**config.mk**
```make
export PLATFORM = sky130hd
export DESIGN_NAME = ip_multi_ch
export DESIGN_NICKNAME = d
export VERILOG_FILES = /design/src/rtl/ip_pkg.sv /design/src/rtl/rr_arbiter.sv /design/src/rtl/ip_multi_ch.sv
export SDC_FILE = /design/constraint.sdc
export NUM_CORES = 1
export LEC_CHECK = 0
export ABC_AREA = 1
export CORE_MARGIN = 8
export CORE_UTILIZATION = 58
export DETAILED_ROUTE_END_ITERATION = 16
export GPL_ROUTABILITY_DRIVEN = 0
export PLACE_DENSITY = 0.8
export SETUP_SLACK_MARGIN = 0.5
export SLEW_MARGIN = 20
export SYNTH_ARGS = -nofsm -noshare
export SYNTH_HDL_FRONTEND = slang
export SYNTH_SLANG_ARGS = --single-unit
```
**constraint.sdc**
```tcl
create_clock -name clk -period 6.05 [get_ports clk]
set_input_delay 0.605 -clock clk [delete_from_list [all_inputs] [get_ports clk]]
set_output_delay 0.605 -clock clk [all_outputs]
set_load 0.01 [all_outputs]
```
**src/rtl/ip_pkg.sv**
```systemverilog
// Shared types and default sizing for the multi-channel ingest block.
// Holds the processing-mode enum and the default parameter values.
package ip_pkg;

    localparam int DEF_DW    = 32;
    localparam int DEF_NCH   = 4;
    localparam int DEF_DEPTH = 16;

    typedef enum logic [1:0] {
        MODE_PASS = 2'd0,
        MODE_INV  = 2'd1,
        MODE_THR  = 2'd2,
        MODE_RSVD = 2'd3
    } mode_e;

endpackage

```
**src/rtl/rr_arbiter.sv**
```systemverilog
// Combinational round-robin arbiter: search starts after last_grant.
// Ports: req (requests), en (allow grant), last_grant, grant (one-hot/0).
module rr_arbiter #(
    parameter  int NCH = 4,
    localparam int SW  = $clog2(NCH)
) (
    input  logic [NCH-1:0] req,
    input  logic           en,
    input  logic [SW-1:0]  last_grant,
    output logic [NCH-1:0] grant
);

    always_comb begin
        logic found;
        int   idx;
        grant = '0;
        found = 1'b0;
        idx   = 0;
        for (int k = 1; k <= NCH; k++) begin
            // wrap the candidate index without a modulo operator
            idx = int'(last_grant) + k;
            if (idx >= NCH) idx = idx - NCH;
            if (en && !found && req[idx]) begin
                grant[idx] = 1'b1;
                found      = 1'b1;
            end
        end
    end

endmodule

```
**src/rtl/ip_multi_ch.sv**
```systemverilog
// Multi-channel ingest: round-robin accept, per-word processing, FWFT FIFO.
// Ports: req_* (channel inputs), mode/thresh, out_* (FIFO head), fifo_* status.
module ip_multi_ch
    import ip_pkg::*;
#(
    parameter  int DW    = DEF_DW,
    parameter  int NCH   = DEF_NCH,
    parameter  int DEPTH = DEF_DEPTH,
    localparam int SW    = $clog2(NCH),
    localparam int CW    = $clog2(DEPTH + 1)
) (
    input  logic              clk,
    input  logic              rst,
    input  logic [NCH-1:0]    req_valid,
    input  logic [NCH*DW-1:0] req_data,
    output logic [NCH-1:0]    req_ready,
    input  logic [1:0]        mode,
    input  logic [DW-1:0]     thresh,
    output logic              out_valid,
    output logic [DW-1:0]     out_data,
    output logic [SW-1:0]     out_src,
    input  logic              out_ready,
    output logic [SW:0]       mstr_data_valid,
    output logic [CW-1:0]     fifo_count,
    output logic              fifo_full,
    output logic              fifo_empty
);

    localparam int AW = $clog2(DEPTH);

    logic [AW-1:0]    wr_ptr;
    logic [AW-1:0]    rd_ptr;
    logic [CW-1:0]    count;
    logic [SW-1:0]    last_grant;
    logic [SW-1:0]    grant_idx;
    logic [NCH-1:0]   grant;
    logic [DW-1:0]    sel_data;
    logic [DW-1:0]    proc_data;
    logic [SW+DW-1:0] head;
    logic             push;
    logic             pop;

    logic [SW+DW-1:0] mem [DEPTH];

    // reset also masks grants so nothing is accepted during reset
    rr_arbiter #(.NCH(NCH)) u_arb (
        .req        (req_valid),
        .en         (!fifo_full && !rst),
        .last_grant (last_grant),
        .grant      (grant)
    );

    assign req_ready = grant;
    assign push      = |grant;
    assign pop       = !fifo_empty && out_ready;

    always_comb begin
        grant_idx = '0;
        for (int i = 0; i < NCH; i++) begin
            if (grant[i]) grant_idx = SW'(i);
        end
    end

    assign sel_data = req_data[grant_idx*DW +: DW];

    always_comb begin
        case (mode_e'(mode))
            MODE_INV: proc_data = ~sel_data;
            MODE_THR: proc_data = {DW{sel_data >= thresh}};
            default:  proc_data = sel_data;
        endcase
    end

    // storage array is intentionally left out of reset
    always_ff @(posedge clk) begin
        if (push) mem[wr_ptr] <= {grant_idx, proc_data};
    end

    always_ff @(posedge clk) begin
        if (rst) begin
            wr_ptr     <= '0;
            rd_ptr     <= '0;
            count      <= '0;
            last_grant <= SW'(NCH - 1);
        end else begin
            if (push) begin
                wr_ptr     <= wr_ptr + 1'b1;
                last_grant <= grant_idx;
            end
            if (pop) rd_ptr <= rd_ptr + 1'b1;
            case ({push, pop})
                2'b10:   count <= count + 1'b1;
                2'b01:   count <= count - 1'b1;
                default: count <= count;
            endcase
        end
    end

    assign fifo_count = count;
    assign fifo_full  = (count == CW'(DEPTH));
    assign fifo_empty = (count == '0);
    assign out_valid  = !fifo_empty;

    assign head     = mem[rd_ptr];
    assign out_data = fifo_empty ? '0 : head[DW-1:0];
    assign out_src  = fifo_empty ? '0 : head[SW+DW-1:DW];

    assign mstr_data_valid = {out_src, out_valid};

endmodule

```
==> After elaboration in Yosys (flattened, before gate mapping) <==
Memory sizes are Yosys's and may differ from the RTL's. A register that Yosys moved wholly into a read port is not among the register bits.
Cells that the tools add are included.
W data, S select, Z words.
{ "op_classes": {"shifts": 1, "n_mux": 42, "multipliers": 0, "eq_ne": 5, "n_reduce_logical": 22, "n_addsub": 12, "order_cmp": 13, "n_bitwise": 4, "div_mod_pow": 0} }
{ "op_table": {"columns": ["cell", "count"], "rows": [
  ["$mux W32", 5],
  ["$ge A32 B1 Y1 const B", 4],
  ["$ge A32 B4 Y1 const B", 4],
  ["$lt A32 B4 Y1 const B", 4],
  ["$shiftx A128 B8 Y32", 1],
  ["$sub A32 B4 Y32 const B", 4],
  ["$pmux W32 S2", 1],
  ["$ge A32 B32 Y1", 1],
  ["$not A32 Y32", 1],
  ["$mux W4", 6],
  ["$mux W1", 18],
  ["$logic_and A1 B1 Y1", 13],
  ["$or A4 B4 Y4", 3],
  ["$pmux W5 S2", 1],
  ["$add A4 B1 Y4 const B", 2],
  ["$bmux W1 S2", 4],
  ["$demux W1 S2", 4],
  ["$add A2 B2 Y3 const B", 2],
  ["$logic_not A1 Y1", 6],
  ["$mux W2", 3],
  ["$add A5 B1 Y5 const B", 1],
  ["$eq A5 B5 Y1 const B", 1],
  ["$logic_not A5 Y1", 1],
  ["$sub A5 B1 Y5 const B", 1],
  ["6 further kinds", 8]
]} }
{ "word_totals": {"ram_bits": 544, "ff_bits": 15, "in_bits": 169, "latch_bits": 0, "rom_bits": 0, "wordCells": 104, "memories": 1} }
{ "memory_table": {"columns": ["name", "words", "word_bits", "rd", "rd_clocked_by_memory_dff", "wr", "line", "text"], "rows": [
  ["mem", 16, 34, 1, 1, 1, "ip_multi_ch.sv:43", "logic [SW+DW-1:0] mem [DEPTH];"]
]} }

==> Depth between registers and ports, before layout <==
{ "depth": {"ltp_word": 26, "depth_mapped": 30, "depth_no_buf": 29} }

==> By module <==
A second synthesis with hierarchy kept.
{ "hier_totals": {"cells_unflattened": 2214, "hier_area_um2": 24920.2} }
{ "modules_own_cells": {"columns": ["mod", "area_each_um2", "seq_area_each_um2", "instances", "cells_each"], "rows": [
  ["ip_multi_ch", 24522.3, 16716.0, 1, 2148],
  ["rr_arbiter", 397.9, 0.0, 1, 66]
]} }

==> Worst setup path after synthesis <==
Ideal clock, no wire load.
{ "synth_timing": {"kind": "reg-to-reg", "start": "reg last_grant[0]", "end": "mem mem[0][13] (netlist bit) (data pin)", "t_arrival_ns": 4.012, "n_path_buf": 2, "required_time_ns": 5.759, "setup_slack_ns": 1.747, "stages_incl_launch_ff": 28, "synth_period_minus_slack_ns": 4.303, "cell_sequence": "dfxtp_1 inv_2 ha_1 inv_1 nand3_1 nand2_2 nor2_4 nand4_1 nand2_2 nor2_8 nand2_4 clkinv_4 buf_8 nand3_2 nand2_1 inv_1 ha_1 nand2_1 inv_1 nand3_1 inv_1 nand2_1 nor4_1 nand4_1 nand3_1 a21oi_1 clkbuf_1 a21oi_1"} }
{ "synth_lines": {"columns": ["element", "line", "text"], "rows": [
  ["from (decl)", "ip_multi_ch.sv:34", "logic [SW-1:0] last_grant;"],
  ["from (signal assigned)", "ip_multi_ch.sv:84", "last_grant <= SW'(NCH - 1);"],
  ["from (signal assigned)", "ip_multi_ch.sv:88", "last_grant <= grant_idx;"],
  ["parallel branches: the longest is 19 deep, another holds $sub A32 B4 Y32", null, null],
  ["$mux W4 *", "rr_arbiter.sv:23", "if (en && !found && req[idx]) begin"],
  ["$mux W2", "ip_multi_ch.sv:60", "if (grant[i]) grant_idx = SW'(i);"],
  ["$mux W2 *", "ip_multi_ch.sv:60", null],
  ["named net grant_idx[1]", "ip_multi_ch.sv:35", "logic [SW-1:0] grant_idx;"],
  ["$shiftx A128 B8 Y32 *", "ip_multi_ch.sv:64", "assign sel_data = req_data[grant_idx*DW +: DW];"],
  ["$ge A32 B32 Y1 / $not A32 Y32 (equally long branches)", "ip_multi_ch.sv:69, ip_multi_ch.sv:68", null],
  ["$pmux W32 S2 *", "ip_multi_ch.sv:67", "case (mode_e'(mode))"],
  ["named net proc_data[13]", "ip_multi_ch.sv:38", "logic [DW-1:0] proc_data;"],
  ["to (decl)", "ip_multi_ch.sv:43", null]
]} }
Mark *: on every way through the listed nets, which the timed path passes. The select of a mux whose other input is x is not followed.

==> Worst setup path after layout <==
{ "layout_timing": {"start": "reg last_grant[0]", "end": "mem mem[13][15] (netlist bit) (data pin)"} }
{ "layout_between": {"elab_chain_cells": 26} }
{ "layout_rtl": {"columns": ["element", "line"], "rows": [
  ["parallel branches: the longest is 19 deep, another holds $sub A32 B4 Y32", null],
  ["$mux W4 *", "rr_arbiter.sv:23"],
  ["$mux W1", "ip_multi_ch.sv:60"],
  ["$mux W2", "ip_multi_ch.sv:60"],
  ["$mux W2 *", "ip_multi_ch.sv:60"],
  ["$shiftx A128 B8 Y32 *", "ip_multi_ch.sv:64"],
  ["$ge A32 B32 Y1 / $not A32 Y32 (equally long branches)", "ip_multi_ch.sv:69, ip_multi_ch.sv:68"],
  ["$pmux W32 S2 *", "ip_multi_ch.sv:67"],
  ["named net proc_data[15]", "ip_multi_ch.sv:38"]
]} }
Marked as above.

==> impl_metrics.json <==
{
  "groute.usage.overall_pct": 28.7,
  "timing.critical_path.max_delay_family": "simple AND/OR/NAND/NOR gates",
  "leakage_nw": 10.3,
  "clock_tree.buffer_depth": 3,
  "final-max-slew-violation-count": 0,
  "detailed_place_hpwl_mm": 44.1,
  "cp_data_required_time_ns": 6.32,
  "grt_start_max_net_pins": 213,
  "post-cts-setup-buffers": 0,
  "post-route-drc-count": 0,
  "average_vias_per_placed_instance": 6.39,
  "arrival_ns": 5.57,
  "synth_enable_flop_cells": 544,
  "nets": 2601,
  "die_width_um": 224,
  "synth-adder-area-share_pct": 2.61,
  "grt_pass1_vias": 19000,
  "synth.net_count": 2440,
  "antenna-diode-count": 0,
  "syn-mean-instance-area_um2": 11.3,
  "crit_type": "reg2reg",
  "end_kind": "flip-flop",
  "cts.sinks": 563,
  "crit_path_max_incr_delay_ns": 0.60,
  "grt_overflow_total": 0,
  "synth_top_family_by_area": "compound AO/OA/AOI/OAI gates",
  "synthesis.instances": 2219,
  "fin_tns_setup_ns": 0,
  "outcome": "finished, final reports clean",
  "synth.yosys.warnings": 0,
  "clk_skew_ns": 0.0206,
  "die_height_um": 224,
  "synth.area.mux_share_pct": 0,
  "postLayoutCellArea_um2": 29600,
  "ctsRootBufferMaster": "sky130_fd_sc_hd__clkbuf_16",
  "max-slew-margin-rel_pct": 28.7,
  "yosys.area_share.xor_xnor_pct": 0.139,
  "insertion_delay_ns": 0.58,
  "h-tree-depth": 2,
  "grt_setup_unrepaired": "yes",
  "placeableCoreArea_um2": 43000,
  "fp.dieArea_um2": 50300,
  "synth.lib_cells_used.distinct": 44,
  "postRouteWirelength_mm": 74.3,
  "worst_setup_path_start_kind": "flip-flop",
  "post-synth-top-count-cell": "sky130_fd_sc_hd__edfxtp_1",
  "max_slew.worst_pin.slew_ns": 1.07,
  "synth_compound_gate_area_share_pct": 13.8,
  "min_path_type": "reg2reg",
  "max_cap_viol_count": 0,
  "vdd_ir_drop_max_mv": 0.278,
  "wire_per_inst_um": 24.7,
  "synth-seq-cells": 563,
  "floorplan.io_pins": 218,
  "std_cell_rows": 76,
  "final_layout_size_suffix_gt1_share_pct": 8.52,
  "dr_total_vias": 19200,
  "tritoncts": "yes",
  "endpoints_failing_setup": 0,
  "layout_worst_path_cycle_share_pct": 87.6,
  "critical_path.n_buffers_inverters": 6,
  "netlist_top_cells_area": "sky130_fd_sc_hd__edfxtp_1, sky130_fd_sc_hd__o21ai_0, sky130_fd_sc_hd__nor2_1",
  "p_total_mw": 14.3,
  "final_period_demand_of_the_worst_path_ns": 5.30,
  "first_pass_grt_wire_length_mm": 110,
  "timing_hold_violations_final": 0,
  "yosys-top-cells-count": "sky130_fd_sc_hd__edfxtp_1, sky130_fd_sc_hd__nor2_1, sky130_fd_sc_hd__o21ai_0",
  "portBuffers": 217,
  "asyncSetResetFlopFracSynth_pct": 0,
  "yosys.area_share.simple_pct": 12.4,
  "synth_top_cell_by_area": "sky130_fd_sc_hd__edfxtp_1",
  "start_util_pct": 58.6,
  "area.growth.synth_to_final_pct": 17.6,
  "drt_first_iter_violations": 2763,
  "ys.flop_type": "sky130_fd_sc_hd__edfxtp_1",
  "clk_transition_reported_paths_ns": 0.07,
  "cts_made_buffers": 48,
  "syn_area_um2": 25200,
  "drt_pass1_iterations": 6,
  "finish.utilization_pct": 68.8,
  "number_of_antenna_violations_at_the_first_check_in_global_routing": 0,
  "cpMostUsedCell": "sky130_fd_sc_hd__nand2_1",
  "seq_area_frac_synth_pct": 66.4,
  "drt.antenna.violating_nets": 0,
  "area_share_of_the_largest_cell_type_after_synthesis_pct": 64.9,
  "cp_slowest_cell": "sky130_fd_sc_hd__a21oi_2",
  "power.density_cell_area_nw_per_um2": 484,
  "crit_fanout": 50,
  "placed_cell_area_um2": 27900,
  "upper_clock_frequency_limit_ghz": 0.189
}
path summary, 6_finish.rpt:
| kind | startpoint | endpoint | slack, ns | depth (start not counted) |
|---|---|---|---|---|
| worst max-delay path | last_grant[0] | mem[13][15] | 0.75 | 27 |
| worst min-delay path | rd_ptr[3] | flip-flop | 0.48 | 2 |
| worst max register to register | last_grant[0] | mem[13][15] | 0.75 | 27 |
| worst min register to register | rd_ptr[3] | flip-flop | 0.48 | 2 |
flip-flops by register name, summed over array words and instances (netlist names), named ones only:
register    flops
wr_ptr          4
last_grant      2
fifo_count      5
rd_ptr          4
mem           544
cell families after synthesis:
kind of cell    Yosys count
xor+xnor                  4
fa+ha+maj                52
buf+inv                 270
compound gates          601
simple gates            729
flops                   563
cell type report:
| type | count | area, um2 |
|---|---|---|
| multi-input cells | 1386 | 7540 |
| fillers | 2970 | 13400 |
| flip-flops and latches | 563 | 16700 |
| inverters | 121 | 465 |
| clock inverters | 30 | 323 |
| clock buffers | 58 | 1260 |
| repair buffers | 260 | 2550 |
| well taps | 585 | 732 |
per-layer routing:
metal  wire, um  share of wire, %  global-route usage (%)
met2      34500                46                    45.6
met4       3410               4.6                    14.0
met5          0                 0                       0
met1      26300                35                    36.2
met3      10000                14                    7.97
placed cells by master (no fill, tap or decap), types with 9 or more instances in the layout:
cell                                n
sky130_fd_sc_hd__nand3_2           12
sky130_fd_sc_hd__o221ai_1         104
sky130_fd_sc_hd__nand2_1          216
sky130_fd_sc_hd__dfxtp_1           16
sky130_fd_sc_hd__a21oi_1           89
sky130_fd_sc_hd__nor2_1           327
sky130_fd_sc_hd__o21ai_0          322
sky130_fd_sc_hd__o21ai_1           13
sky130_fd_sc_hd__clkbuf_16         49
sky130_fd_sc_hd__a21oi_2           31
sky130_fd_sc_hd__nand3_1          129
sky130_fd_sc_hd__nor2_4            18
sky130_fd_sc_hd__clkbuf_1           9
sky130_fd_sc_hd__clkdlybuf4s50_1  217
sky130_fd_sc_hd__o22ai_1           32
sky130_fd_sc_hd__clkinv_1          13
sky130_fd_sc_hd__edfxtp_1         544
sky130_fd_sc_hd__inv_1            109
sky130_fd_sc_hd__buf_4             38
sky130_fd_sc_hd__ha_1              51
sky130_fd_sc_hd__clkinv_2          11
tightest hold or removal path: cells and delay by family, from the launching register on:
family	cells	cell delay [ns]
DFF	1	0.30
buffers and inverters	1	0.06
AOI/OAI and AO/OA	1	0.07
what timing repair did:
action,4_1_cts,5_1_grt
hold buffers,0,0
gates resized for setup,5,28
pin swaps,0,0
setup endpoints to repair,252,512
power breakdown:
group | internal (mW) | switching [mW] | leakage, nW | total (mW)
logic | 1.76 | 3.94 | 4.47 | 5.70
registers | 5.33 | 0.169 | 5.09 | 5.49
clock network | 1.78 | 1.33 | 0.777 | 3.12
total | 8.87 | 5.44 | 10.3 | 14.3
per-stage QoR:
stage	hold WS [ns]	worst slack (ns)	std cells
after floorplan	0.436	1.75	2219
after global placement	0.461	0.388	2915
after detailed placement	0.463	0.168	2915
after CTS	0.474	0.451	3003
after global routing	0.506	0.382	3003
final	0.481	0.753	3003
Note: power is estimated with default switching activity, not from simulation.
